`config.mk`:
```
export PLATFORM = sky130hd
export DESIGN_NAME = spi_slave_param_flat
export DESIGN_NICKNAME = d
export VERILOG_FILES = /design/src/rtl/spi_slave_param_if.sv /design/src/rtl/spi_slave_param.sv /design/src/flat_wrapper.sv
export SDC_FILE = /design/constraint.sdc
export NUM_CORES = 1
export LEC_CHECK = 0
export BUFFER_PORTS_ARGS = -buffer_cell sky130_fd_sc_hd__buf_2
export CORE_MARGIN = 2
export CORE_UTILIZATION = 45
export DETAILED_ROUTE_END_ITERATION = 8
export PLACE_DENSITY = 0.73
export SLEW_MARGIN = 10
export SYNTH_ARGS = -nofsm -noshare
export SYNTH_HDL_FRONTEND = slang
export SYNTH_SLANG_ARGS = --single-unit
```
`constraint.sdc`:
```
create_clock -name i_Clk -period 6.83 [get_ports i_Clk]
set_input_delay 1.0245 -clock i_Clk [delete_from_list [all_inputs] [get_ports i_Clk]]
set_output_delay 1.0245 -clock i_Clk [all_outputs]
set_load 0.01 [all_outputs]
```
`src/rtl/spi_slave_param_if.sv`:
```
// Word-level handshake between the SPI slave and its host logic:
// received words out, words to transmit in, FIFO status back.
interface spi_slave_param_if #(
  parameter int WORD_WIDTH = 8
);
  logic                  o_RX_DV;
  logic [WORD_WIDTH-1:0] o_RX_Word;
  logic                  i_TX_DV;
  logic [WORD_WIDTH-1:0] i_TX_Word;
  logic                  o_TX_Ready;
  logic                  o_TX_Underrun;

  modport slave (
    output o_RX_DV, o_RX_Word, o_TX_Ready, o_TX_Underrun,
    input  i_TX_DV, i_TX_Word
  );

  modport master (
    input  o_RX_DV, o_RX_Word, o_TX_Ready, o_TX_Underrun,
    output i_TX_DV, i_TX_Word
  );
endinterface

```
`src/rtl/spi_slave_param.sv`:
```
// Oversampled SPI slave (modes 0-3, 4-32 bit words, MSb/LSb first) with a TX FIFO.
// Define SPI_SLAVE_PARAM_FRAME_ERR_EN to add the o_Frame_Err pulse output.
module spi_slave_param #(
  parameter int SPI_MODE   = 0,
  parameter int WORD_WIDTH = 8,
  parameter int LSB_FIRST  = 0,
  parameter int TX_DEPTH   = 4
) (
  input  logic             i_Clk,
  input  logic             i_Rst_L,
  spi_slave_param_if.slave bus,
  input  logic             i_SPI_Clk,
  input  logic             i_SPI_MOSI,
  input  logic             i_SPI_CS_n,
  output logic             o_SPI_MISO,
  output logic             o_SPI_MISO_En,
`ifdef SPI_SLAVE_PARAM_FRAME_ERR_EN
  output logic             o_Frame_Err,
`endif
  output logic             o_Busy
);
  localparam bit CPOL  = ((SPI_MODE >> 1) & 1) != 0;
  localparam bit CPHA  = (SPI_MODE & 1) != 0;
  localparam bit LSB   = LSB_FIRST != 0;
  localparam int CNT_W = $clog2(WORD_WIDTH);
  localparam int PTR_W = $clog2(TX_DEPTH);
  localparam logic [CNT_W-1:0] LAST_BIT = CNT_W'(WORD_WIDTH - 1);
  localparam logic [PTR_W:0]   FULL_CNT = (PTR_W + 1)'(TX_DEPTH);

  typedef enum logic [1:0] {IDLE, ARMED, SHIFT} state_t;

  function automatic logic [WORD_WIDTH-1:0] shift_in(input logic [WORD_WIDTH-1:0] sr,
                                                      input logic b);
    if (LSB) return {b, sr[WORD_WIDTH-1:1]};
    return {sr[WORD_WIDTH-2:0], b};
  endfunction

  function automatic logic [WORD_WIDTH-1:0] shift_out(input logic [WORD_WIDTH-1:0] sr);
    if (LSB) return {1'b0, sr[WORD_WIDTH-1:1]};
    return {sr[WORD_WIDTH-2:0], 1'b0};
  endfunction

  function automatic logic head_bit(input logic [WORD_WIDTH-1:0] sr);
    return LSB ? sr[0] : sr[WORD_WIDTH-1];
  endfunction

  state_t                state;
  logic                  sck_p0, sck_p1, sck_p2;
  logic                  mosi_p0, mosi_p1, mosi_p2;
  logic                  cs_p0, cs_p1, cs_p2;
  logic                  sync_ok_p0, sync_ok_p1;
  logic [CNT_W-1:0]      rx_cnt, tx_cnt;
  logic [WORD_WIDTH-1:0] rx_sr, tx_sr, rx_word;
  logic                  rx_dv, underrun, busy;
  logic                  first_word, commit_pend, peek_empty;
  logic [WORD_WIDTH-1:0] fifo_mem [TX_DEPTH];
  logic [PTR_W-1:0]      wr_ptr, rd_ptr;
  logic [PTR_W:0]        count;
`ifdef SPI_SLAVE_PARAM_FRAME_ERR_EN
  logic                  frame_err;
`endif

  logic sck_rise, sck_fall, sample_edge, shift_edge, cs_fall, cs_rise;
  logic full, empty, push, pop, under, entry, commit, word_end_shift, hold_shift;
  logic [WORD_WIDTH-1:0] rx_next, fifo_head;

  always_comb begin
    sck_rise       = sck_p1 & ~sck_p2;
    sck_fall       = ~sck_p1 & sck_p2;
    // leading edge is the one leaving the idle level CPOL
    sample_edge    = (CPHA ^ CPOL) ? sck_fall : sck_rise;
    shift_edge     = (CPHA ^ CPOL) ? sck_rise : sck_fall;
    cs_fall        = ~cs_p1 & cs_p2;
    cs_rise        = cs_p1 & ~cs_p2;
    full           = (count == FULL_CNT);
    empty          = (count == '0);
    push           = bus.i_TX_DV & ~full;
    fifo_head      = empty ? '0 : fifo_mem[rd_ptr];
    entry          = (state == ARMED) & cs_fall;
    // a word peeked at the word boundary is only consumed once its first bit is clocked
    commit         = (state == SHIFT) & ~cs_rise & sample_edge & commit_pend;
    pop            = (entry & ~empty) | (commit & ~peek_empty);
    under          = (entry & empty) | (commit & peek_empty);
    word_end_shift = CPHA ? ((tx_cnt == '0) & ~first_word) : (tx_cnt == LAST_BIT);
    hold_shift     = CPHA & (tx_cnt == '0) & first_word;
    rx_next        = shift_in(rx_sr, mosi_p2);
  end

  always_ff @(posedge i_Clk) begin
    if (push) fifo_mem[wr_ptr] <= bus.i_TX_Word;
  end

  always_ff @(posedge i_Clk) begin
    if (!i_Rst_L) begin
      state       <= IDLE;
      {sck_p0, sck_p1, sck_p2}    <= '0;
      {mosi_p0, mosi_p1, mosi_p2} <= '0;
      {cs_p0, cs_p1, cs_p2}       <= '0;
      sync_ok_p0  <= 1'b0;
      sync_ok_p1  <= 1'b0;
      rx_cnt      <= '0;
      tx_cnt      <= '0;
      rx_sr       <= '0;
      tx_sr       <= '0;
      rx_word     <= '0;
      rx_dv       <= 1'b0;
      underrun    <= 1'b0;
      busy        <= 1'b0;
      first_word  <= 1'b0;
      commit_pend <= 1'b0;
      peek_empty  <= 1'b0;
      wr_ptr      <= '0;
      rd_ptr      <= '0;
      count       <= '0;
`ifdef SPI_SLAVE_PARAM_FRAME_ERR_EN
      frame_err   <= 1'b0;
`endif
    end else begin
      // synchronizer stages p0/p1, history p2
      {sck_p0, sck_p1, sck_p2}    <= {i_SPI_Clk, sck_p0, sck_p1};
      {mosi_p0, mosi_p1, mosi_p2} <= {i_SPI_MOSI, mosi_p0, mosi_p1};
      {cs_p0, cs_p1, cs_p2}       <= {i_SPI_CS_n, cs_p0, cs_p1};
      sync_ok_p0 <= 1'b1;
      sync_ok_p1 <= sync_ok_p0;
      busy       <= sync_ok_p1 & ~cs_p1;
      rx_dv      <= 1'b0;
      underrun   <= under;
`ifdef SPI_SLAVE_PARAM_FRAME_ERR_EN
      frame_err  <= 1'b0;
`endif
      if (push) wr_ptr <= wr_ptr + 1'b1;
      if (pop)  rd_ptr <= rd_ptr + 1'b1;
      count <= count + (PTR_W + 1)'(push) - (PTR_W + 1)'(pop);

      case (state)
        IDLE: if (cs_p1) state <= ARMED;
        ARMED: if (cs_fall) begin
          state       <= SHIFT;
          tx_sr       <= fifo_head;
          first_word  <= 1'b1;
          commit_pend <= 1'b0;
          rx_cnt      <= '0;
          tx_cnt      <= '0;
          rx_sr       <= '0;
        end
        SHIFT: begin
          if (cs_rise) begin
            state       <= ARMED;
            rx_cnt      <= '0;
            tx_cnt      <= '0;
            rx_sr       <= '0;
            commit_pend <= 1'b0;
`ifdef SPI_SLAVE_PARAM_FRAME_ERR_EN
            frame_err   <= (rx_cnt != '0);
`endif
          end else begin
            if (sample_edge) begin
              rx_sr       <= rx_next;
              rx_cnt      <= (rx_cnt == LAST_BIT) ? '0 : rx_cnt + 1'b1;
              commit_pend <= 1'b0;
              if (rx_cnt == LAST_BIT) begin
                rx_word <= rx_next;
                rx_dv   <= 1'b1;
              end
            end
            if (shift_edge) begin
              tx_cnt     <= (tx_cnt == LAST_BIT) ? '0 : tx_cnt + 1'b1;
              first_word <= 1'b0;
              if (word_end_shift) begin
                tx_sr       <= fifo_head;
                commit_pend <= 1'b1;
                peek_empty  <= empty;
              end else if (!hold_shift) begin
                tx_sr <= shift_out(tx_sr);
              end
            end
          end
        end
        default: state <= IDLE;
      endcase
    end
  end

  assign bus.o_RX_DV       = rx_dv;
  assign bus.o_RX_Word     = rx_word;
  assign bus.o_TX_Ready    = ~full;
  assign bus.o_TX_Underrun = underrun;
  assign o_SPI_MISO        = (state == SHIFT) & head_bit(tx_sr);
  assign o_SPI_MISO_En     = (state == SHIFT);
  assign o_Busy            = busy;
`ifdef SPI_SLAVE_PARAM_FRAME_ERR_EN
  assign o_Frame_Err       = frame_err;
`endif
endmodule
```
`src/flat_wrapper.sv`:
```
// flat-port wrapper written by rule: the top's interface ports become plain ports
module spi_slave_param_flat 
#(
  parameter int SPI_MODE   = 0,
  parameter int WORD_WIDTH = 8,
  parameter int LSB_FIRST  = 0,
  parameter int TX_DEPTH   = 4
)
  (i_Clk, i_Rst_L, i_SPI_Clk, i_SPI_MOSI, i_SPI_CS_n, o_SPI_MISO, o_SPI_MISO_En, o_Busy, bus_o_RX_DV, bus_o_RX_Word, bus_o_TX_Ready, bus_o_TX_Underrun, bus_i_TX_DV, bus_i_TX_Word);
  spi_slave_param_if #(.WORD_WIDTH(WORD_WIDTH)) bus_i ();
  input  logic i_Clk;
  input  logic i_Rst_L;
  input  logic i_SPI_Clk;
  input  logic i_SPI_MOSI;
  input  logic i_SPI_CS_n;
  output logic o_SPI_MISO;
  output logic o_SPI_MISO_En;
  output logic o_Busy;
  output wire logic [$bits(bus_i.o_RX_DV)-1:0] bus_o_RX_DV;
  output wire logic [$bits(bus_i.o_RX_Word)-1:0] bus_o_RX_Word;
  output wire logic [$bits(bus_i.o_TX_Ready)-1:0] bus_o_TX_Ready;
  output wire logic [$bits(bus_i.o_TX_Underrun)-1:0] bus_o_TX_Underrun;
  input wire logic [$bits(bus_i.i_TX_DV)-1:0] bus_i_TX_DV;
  input wire logic [$bits(bus_i.i_TX_Word)-1:0] bus_i_TX_Word;
  assign bus_o_RX_DV = bus_i.o_RX_DV;
  assign bus_o_RX_Word = bus_i.o_RX_Word;
  assign bus_o_TX_Ready = bus_i.o_TX_Ready;
  assign bus_o_TX_Underrun = bus_i.o_TX_Underrun;
  assign bus_i.i_TX_DV = bus_i_TX_DV;
  assign bus_i.i_TX_Word = bus_i_TX_Word;
  spi_slave_param #(.SPI_MODE(SPI_MODE), .WORD_WIDTH(WORD_WIDTH), .LSB_FIRST(LSB_FIRST), .TX_DEPTH(TX_DEPTH)) u_core (.i_Clk(i_Clk), .i_Rst_L(i_Rst_L), .bus(bus_i), .i_SPI_Clk(i_SPI_Clk), .i_SPI_MOSI(i_SPI_MOSI), .i_SPI_CS_n(i_SPI_CS_n), .o_SPI_MISO(o_SPI_MISO), .o_SPI_MISO_En(o_SPI_MISO_En), .o_Busy(o_Busy));
endmodule
```
## After elaboration in Yosys (flattened, before gate mapping)

Memories as Yosys holds them, arrays and structs flattened. A register that Yosys moved wholly into a read port is not among the register bits.
Index checks and enable logic that the tools add are counted.

| operators by class | value |
|---|---|
| $add $sub $neg | 6 |
| equal/unequal tests | 12 |
| mux-type cells | 35 |
| bitwise operators | 28 |
| reductions and logical operators | 11 |

Operator list:

| operator | count |
|---|---|
| 8-bit 2-to-1 mux | 5 |
| 3-bit 2-to-1 mux | 7 |
| 7-bit 2-to-1 mux | 3 |
| 8-bit one-hot mux with 2 select lines | 1 |
| 1-bit AND | 15 |
| 7-bit one-hot mux with 2 select lines | 1 |
| 3-bit one-hot mux with 2 select lines | 2 |
| 4-bit AND reduction | 3 |
| 1-bit NOT | 11 |
| 2-bit 2-to-1 mux | 5 |
| 3-bit equality test, second input constant | 3 |
| 1-bit 2-to-1 mux | 9 |
| 3-bit AND reduction | 3 |
| 2-bit by 1-bit inequality test with 1-bit output, second input constant | 4 |
| 3-bit by 1-bit adder with 3-bit output, second input constant | 2 |
| 3-bit by 1-bit inequality test with 1-bit output, second input constant | 2 |
| 2-bit one-hot mux with 3 select lines | 1 |
| 2-bit by 1-bit adder with 2-bit output, second input constant | 2 |
| 4-bit OR reduction | 1 |
| 3-bit by 1-bit adder with 3-bit output | 1 |
| 3-bit zero test | 1 |
| 3-bit by 1-bit subtractor with 3-bit output | 1 |
| 2-bit by 1-bit equality test with 1-bit output, second input constant | 1 |
| 2-bit equality test, second input constant | 1 |
| 6 further kinds | 7 |

| storage, ports and cells | value |
|---|---|
| register bits | 54 |
| memory bits (writable) | 32 |
| bits of input ports | 14 |
| output and inout bits | 14 |
| word-level logic and storage cells | 118 |
| memories | 1 |

Memory list:

| memory | depth | width | rd ports | clocked after memory_dff | wr ports | line | text |
|---|---|---|---|---|---|---|---|
| u_core.fifo_mem | 4 | 8 | 1 | 1 | 1 | spi_slave_param.sv:56 | `logic [WORD_WIDTH-1:0] fifo_mem [TX_DEPTH];` |

## Depth between registers and ports, before layout

| logic depth | value |
|---|---|
| word-level depth | 10 |
| mapped depth | 13 |
| gate-level depth less buffers | 12 |

## Least setup slack after synthesis

OpenSTA, ideal clock, no wires.

| timing | value |
|---|---|
| path kind | register to register |
| from | reg u_core.count[1] |
| to | reg u_core.count[2] |
| setup time | 0.128 ns |
| arrival time | 2.195 ns |
| data required time | 6.702 ns |
| setup slack | 4.508 ns |
| stages on the path, launching flop included | 13 |
| path buffers | 1 |
| clock period less this slack | 2.322 ns |
| cell sequence | dfxtp_1 > or3_1 > buf_2 > nand3_1 > nand2_1 > ha_1 > inv_1 > ha_1 > inv_1 > fa_1 > xor2_1 > xnor2_1 > nor2_1 |

| between the ends | value |
|---|---|
| cells in the longest elaborated chain, start to end | 5 |
| elaborated cells between the ends (all ways) | 9 |
| those cells by class | add/sub (2); eq/ne (1); bitwise (5); reduce/logical (1) |

Ends and longest elaborated chain:

| item | line | text |
|---|---|---|
| start, declared | spi_slave_param.sv:58 | `logic [PTR_W:0] count;` |
| start signal, assigned | spi_slave_param.sv:133 | `count <= count + (PTR_W + 1)'(push) - (PTR_W + 1)'(pop);` |
| 3-bit equality test / 3-bit zero test (equally long branches) | spi_slave_param.sv:75, spi_slave_param.sv:76 |  |
| 1-bit NOT (on tied branches) | spi_slave_param.sv:77, spi_slave_param.sv:82 |  |
| 1-bit AND (on tied branches) | spi_slave_param.sv:77, spi_slave_param.sv:82 |  |
| 3-bit by 1-bit adder with 3-bit output / 1-bit OR (equally long branches) | spi_slave_param.sv:133, spi_slave_param.sv:82 |  |
| 3-bit by 1-bit subtractor with 3-bit output (*) | spi_slave_param.sv:133 |  |

Every way passes the cells marked *; elsewhere a longest branch is shown, timed or not.
A chain may end at the register's enable or synchronous reset.

## Final worst setup path

| timing | value |
|---|---|
| from | reg u_core.state[0] |
| to | out o_SPI_MISO |

| between the ends | value |
|---|---|
| cells in the longest elaborated chain, start to end | 2 |

Ends and longest elaborated chain:

| item | line | text |
|---|---|---|
| start, declared | spi_slave_param.sv:47 | `state_t state;` |
| start signal, assigned | spi_slave_param.sv:95 | `state <= IDLE;` |
| start signal, assigned | spi_slave_param.sv:136 | `IDLE: if (cs_p1) state <= ARMED;` |
| start signal, assigned | spi_slave_param.sv:138 | `state <= SHIFT;` |
| 2-bit equality test | spi_slave_param.sv:188 | `assign o_SPI_MISO = (state == SHIFT) & head_bit(tx_sr);` |
| 1-bit AND | spi_slave_param.sv:188 |  |
| end, declared | flat_wrapper.sv:16 | `output logic o_SPI_MISO;` |

No other way between the ends.

==> metrics.md <==
| Metric | Value |
|---|---|
| Post-DP HPWL | `about 4200 um` |
| IO buf count | `27` |
| CP Max Fanout | `10` |
| Power density cells | `314 nW/um2` |
| Mapped Area | `approximately 3600 um2` |
| Worst hold stages | `2` |
| Largest net degree at the start of global routing | `39` |
| Clk_skew | `approximately 0.011 ns` |
| Min-Delay Path Class | `reg -> reg` |
| CP endpoint kind | `output pin` |
| Die height | `~94 um` |
| Leak | `around 0.0015 uW` |
| Hold EP | `u_core.o_Busy` |
| Synthesized area per cell | `approximately 11 um2` |
| Worst reg2reg endpoint | `u_core.count[2]` |
| Fmax | `385 MHz` |
| Clk sinks | `a little under 90` |
| CP Depth | `4` |
| Register area | `2080 um2` |
| Drt wl/cell | `between 10 and 15 um` |
| Placement row count | `32` |
| Post-layout minimum cycle time | `between 2 and 3 ns` |
| Core box area | `7770 um2` |
| Ports | `28` |
| Critical-path top delay cell | `dfxtp_1` |
| Post-CTS Resized | `0` |
| Area of the multi-input gates | `roughly 1400 um2` |
| Mux share of post-synthesis cell area | `about 6.4%` |
| Worst path buffer plus inverter count | `2` |
| Drt first pass iters | `4` |
| Grt ovf | `0` |
| Final setup fails | `0` |
| Critical path required time | `5.81 ns` |
| Crit Path Class | `reg -> out` |
| Design Power | `1250 uW` |
| Worst-margin pin slew | `between 1 and 1.5 ns` |
| Critical path data arrival time | `1.57 ns` |
| Die area | `8790 um2` |
| Routability congestion estimate | `roughly 0.79` |
| Flop-to-flop setup slack | `about 4.3 ns` |
| Slowest stage delay, CP | `approximately 0.43 ns` |
| Clock buffer depth | `2` |
| Drt via density | `about 5.3` |
| All-layer global routing usage | `between 15 and 20%` |
| First-pass GRT wire length | `approximately 11000 um` |
| Max-cap violations | `0` |
| Status | `completed` |
| Ant diodes | `0` |
| Post-Synth XOR/XNOR Area | `less than 1%` |
| DIE WIDTH | `93.7 um` |
| Worst-Skew Late Latency | `about 0.35 ns` |
| Yosys warnings | `0` |
| CTS Buf Count | `9` |
| Number of global-route vias before repair | `roughly 2300` |
| Worst-path clk slew | `about 0.080 ns` |
| Clk root buf | `clkbuf_8` |
| Cts hold-fix bufs | `0` |
| Syn nets | `350` |
| CTS tree | `yes` |
| Simple-gate share of the synthesized area | `between 15 and 20%` |
| Gate Count Post-Synth | `between 300 and 400` |
| Most common library cell in the layout ignoring fill and taps | `dfxtp_1` |
| Initial core utilization | `about 47%` |
| Area share of the largest cell type after synthesis | `between 30% and 40%` |
| Cell Chain, Critical Path | `inv_1, ha_1, and2_1, buf_2` |
| Initial antenna violation count | `0` |
| FF-to-FF Start | `u_core.count[1]` |
| Max transition margin | `19.8%` |
| Post-CTS Setup Repair Bufs | `0` |
| Cell variety after synth | `42` |
| R2R cell count | `11` |
| Post-synth top area cell | `dfxtp_1` |
| Antenna violation net count after detailed routing | `0` |
| Top Family by Delay on Critical Path | `flip-flops` |
| Fin. Hold Viols | `0` |
| P&R area growth vs syn | `9.67%` |
| Vias | `roughly 2400` |
| Post-synthesis adder-cell area fraction | `under 10%` |
| Hold path start | `u_core.sync_ok_p1` |
| #FFs+latches synth | `slightly below 90` |
| Share of layout cells above drive strength 1 | `16.3%` |
| # fillers | `717` |
| Peak supply drop | `0.179 mV` |
| Final period util | `a little under two fifths` |
| RSZ-0062 raised after global routing | `no` |
| Nets | `about 370` |
| Seq/Total Area, Yosys | `a little under three fifths` |
| Commonest cells after routing, fill and taps aside | `dfxtp_1, edfxtp_1, nand3_1, a21oi_1, buf_2` |
| H-Tree Depth | `3` |
| Compound-Gate Fraction of Synth Area | `about 9.7%` |
| Slew Viols, Final | `0` |
| DRT Wirelength | `6250 um` |
| Top post-synthesis cells by area | `dfxtp_1, edfxtp_1, ha_1` |
| Largest family of logic cells by synthesized area | `simple AND/OR/NAND/NOR gates` |
| Setup_tns | `0 ns` |
| # DRC | `0` |
| Drt first-iter violations | `100` |
| CP startpoint kind | `register` |
-- where the power goes --
group	internal (uW)	switching [uW]
Combinational	96.6	163
Clock	155	192
Sequential	607	33.9
Total	858	388
-- cells by family after synthesis --
logic type | Yosys count
DFF | 88
buffers and inverters | 31
and+or+nand+nor | 110
xor gates and xnor gates | 3
adders and majority gates | 16
muxes | 13
AOI/OAI and AO/OA | 59
-- sequential cells by signal, indices dropped and copies added, names as in the netlist, 2 cells and up, named ones only --
signal and cells:
u_core.fifo_mem 32, u_core.bus.o_RX_Word 8, u_core.tx_sr 8, u_core.rx_sr 7
u_core.count 3, u_core.rx_cnt 3, u_core.tx_cnt 3, u_core.rd_ptr 2
u_core.state 2, u_core.wr_ptr 2
-- how the worst max path moves through the flow --
| stage | from | endpoint |
|---|---|---|
| detailed placement | i_Rst_L | u_core.state[0] |
| global route | u_core.state[0] | u_core.rx_cnt[0] |
| floorplan | u_core.count[1] | u_core.count[2] |
| finish | u_core.state[0] | o_SPI_MISO |
| CTS | u_core.state[0] | o_SPI_MISO |
| global placement | i_Rst_L | u_core.state[0] |
-- Yosys cell counts, drive strengths merged --
library cell / instances
o21a: 1
a21o: 1
and2: 17
clkbuf: 10
or4b: 1
nand3: 30
a22oi: 1
a32oi: 1
o22ai: 1
nor3b: 2
o21ai: 16
mux2i: 5
a21oi: 30
a21boi: 1
xor2: 1
xnor2: 2
fa: 1
nand4: 5
nor2: 10
nand2b: 4
ha: 15
edfxtp: 32
nor2b: 5
or3: 2
inv: 11
dfxtp: 56
nand2: 25
nand4b: 1
mux4: 8
buf: 10
and2b: 2
nor3: 5
or4: 1
a311oi: 7
-- metal layers --
metal | GRT usage (%) | wire [um] | up-vias
met1 | 19.3 | 2870 | 1128
met5 | 0 | 0 | -
met3 | 4.49 | 223 | 7
met4 | 6.16 | 112 | 0
met2 | 26.3 | 3050 | 40
li1 | - | - | 1179
-- layout make-up --
| type | count | area share [%] |
|---|---|---|
| inverter | 11 | 1.04 |
| multi-input combinational | 201 | 35.2 |
| sequential | 88 | 52.4 |
| clock buffer | 9 | 3.12 |
| timing repair buffer | 27 | 3.40 |
| tap | 102 | 3.21 |
| clock inverter | 7 | 1.67 |
-- per-stage QoR --
step | cells | setup slack [ns] | cell area, um2 | hold slack, ns | util (%)
finish | 445 | 4.23 | 3970 | 0.427 | 51.2
global route | 445 | 4.03 | 3970 | 0.440 | 51.2
CTS | 445 | 4.24 | 3970 | 0.430 | 51.2
detailed placement | 429 | 4.14 | 3780 | 0.418 | 48.7
global placement | 429 | 4.21 | 3780 | 0.412 | 48.7
floorplan | 320 | 4.51 | 3620 | 0.404 | -
-- worst min-delay path: stages, from the launching register on --
cell     delay [ns]
dfxtp_1        0.31
nand2_1        0.05
nor2_1         0.03
No activity file was read; power rests on OpenSTA's default activity.
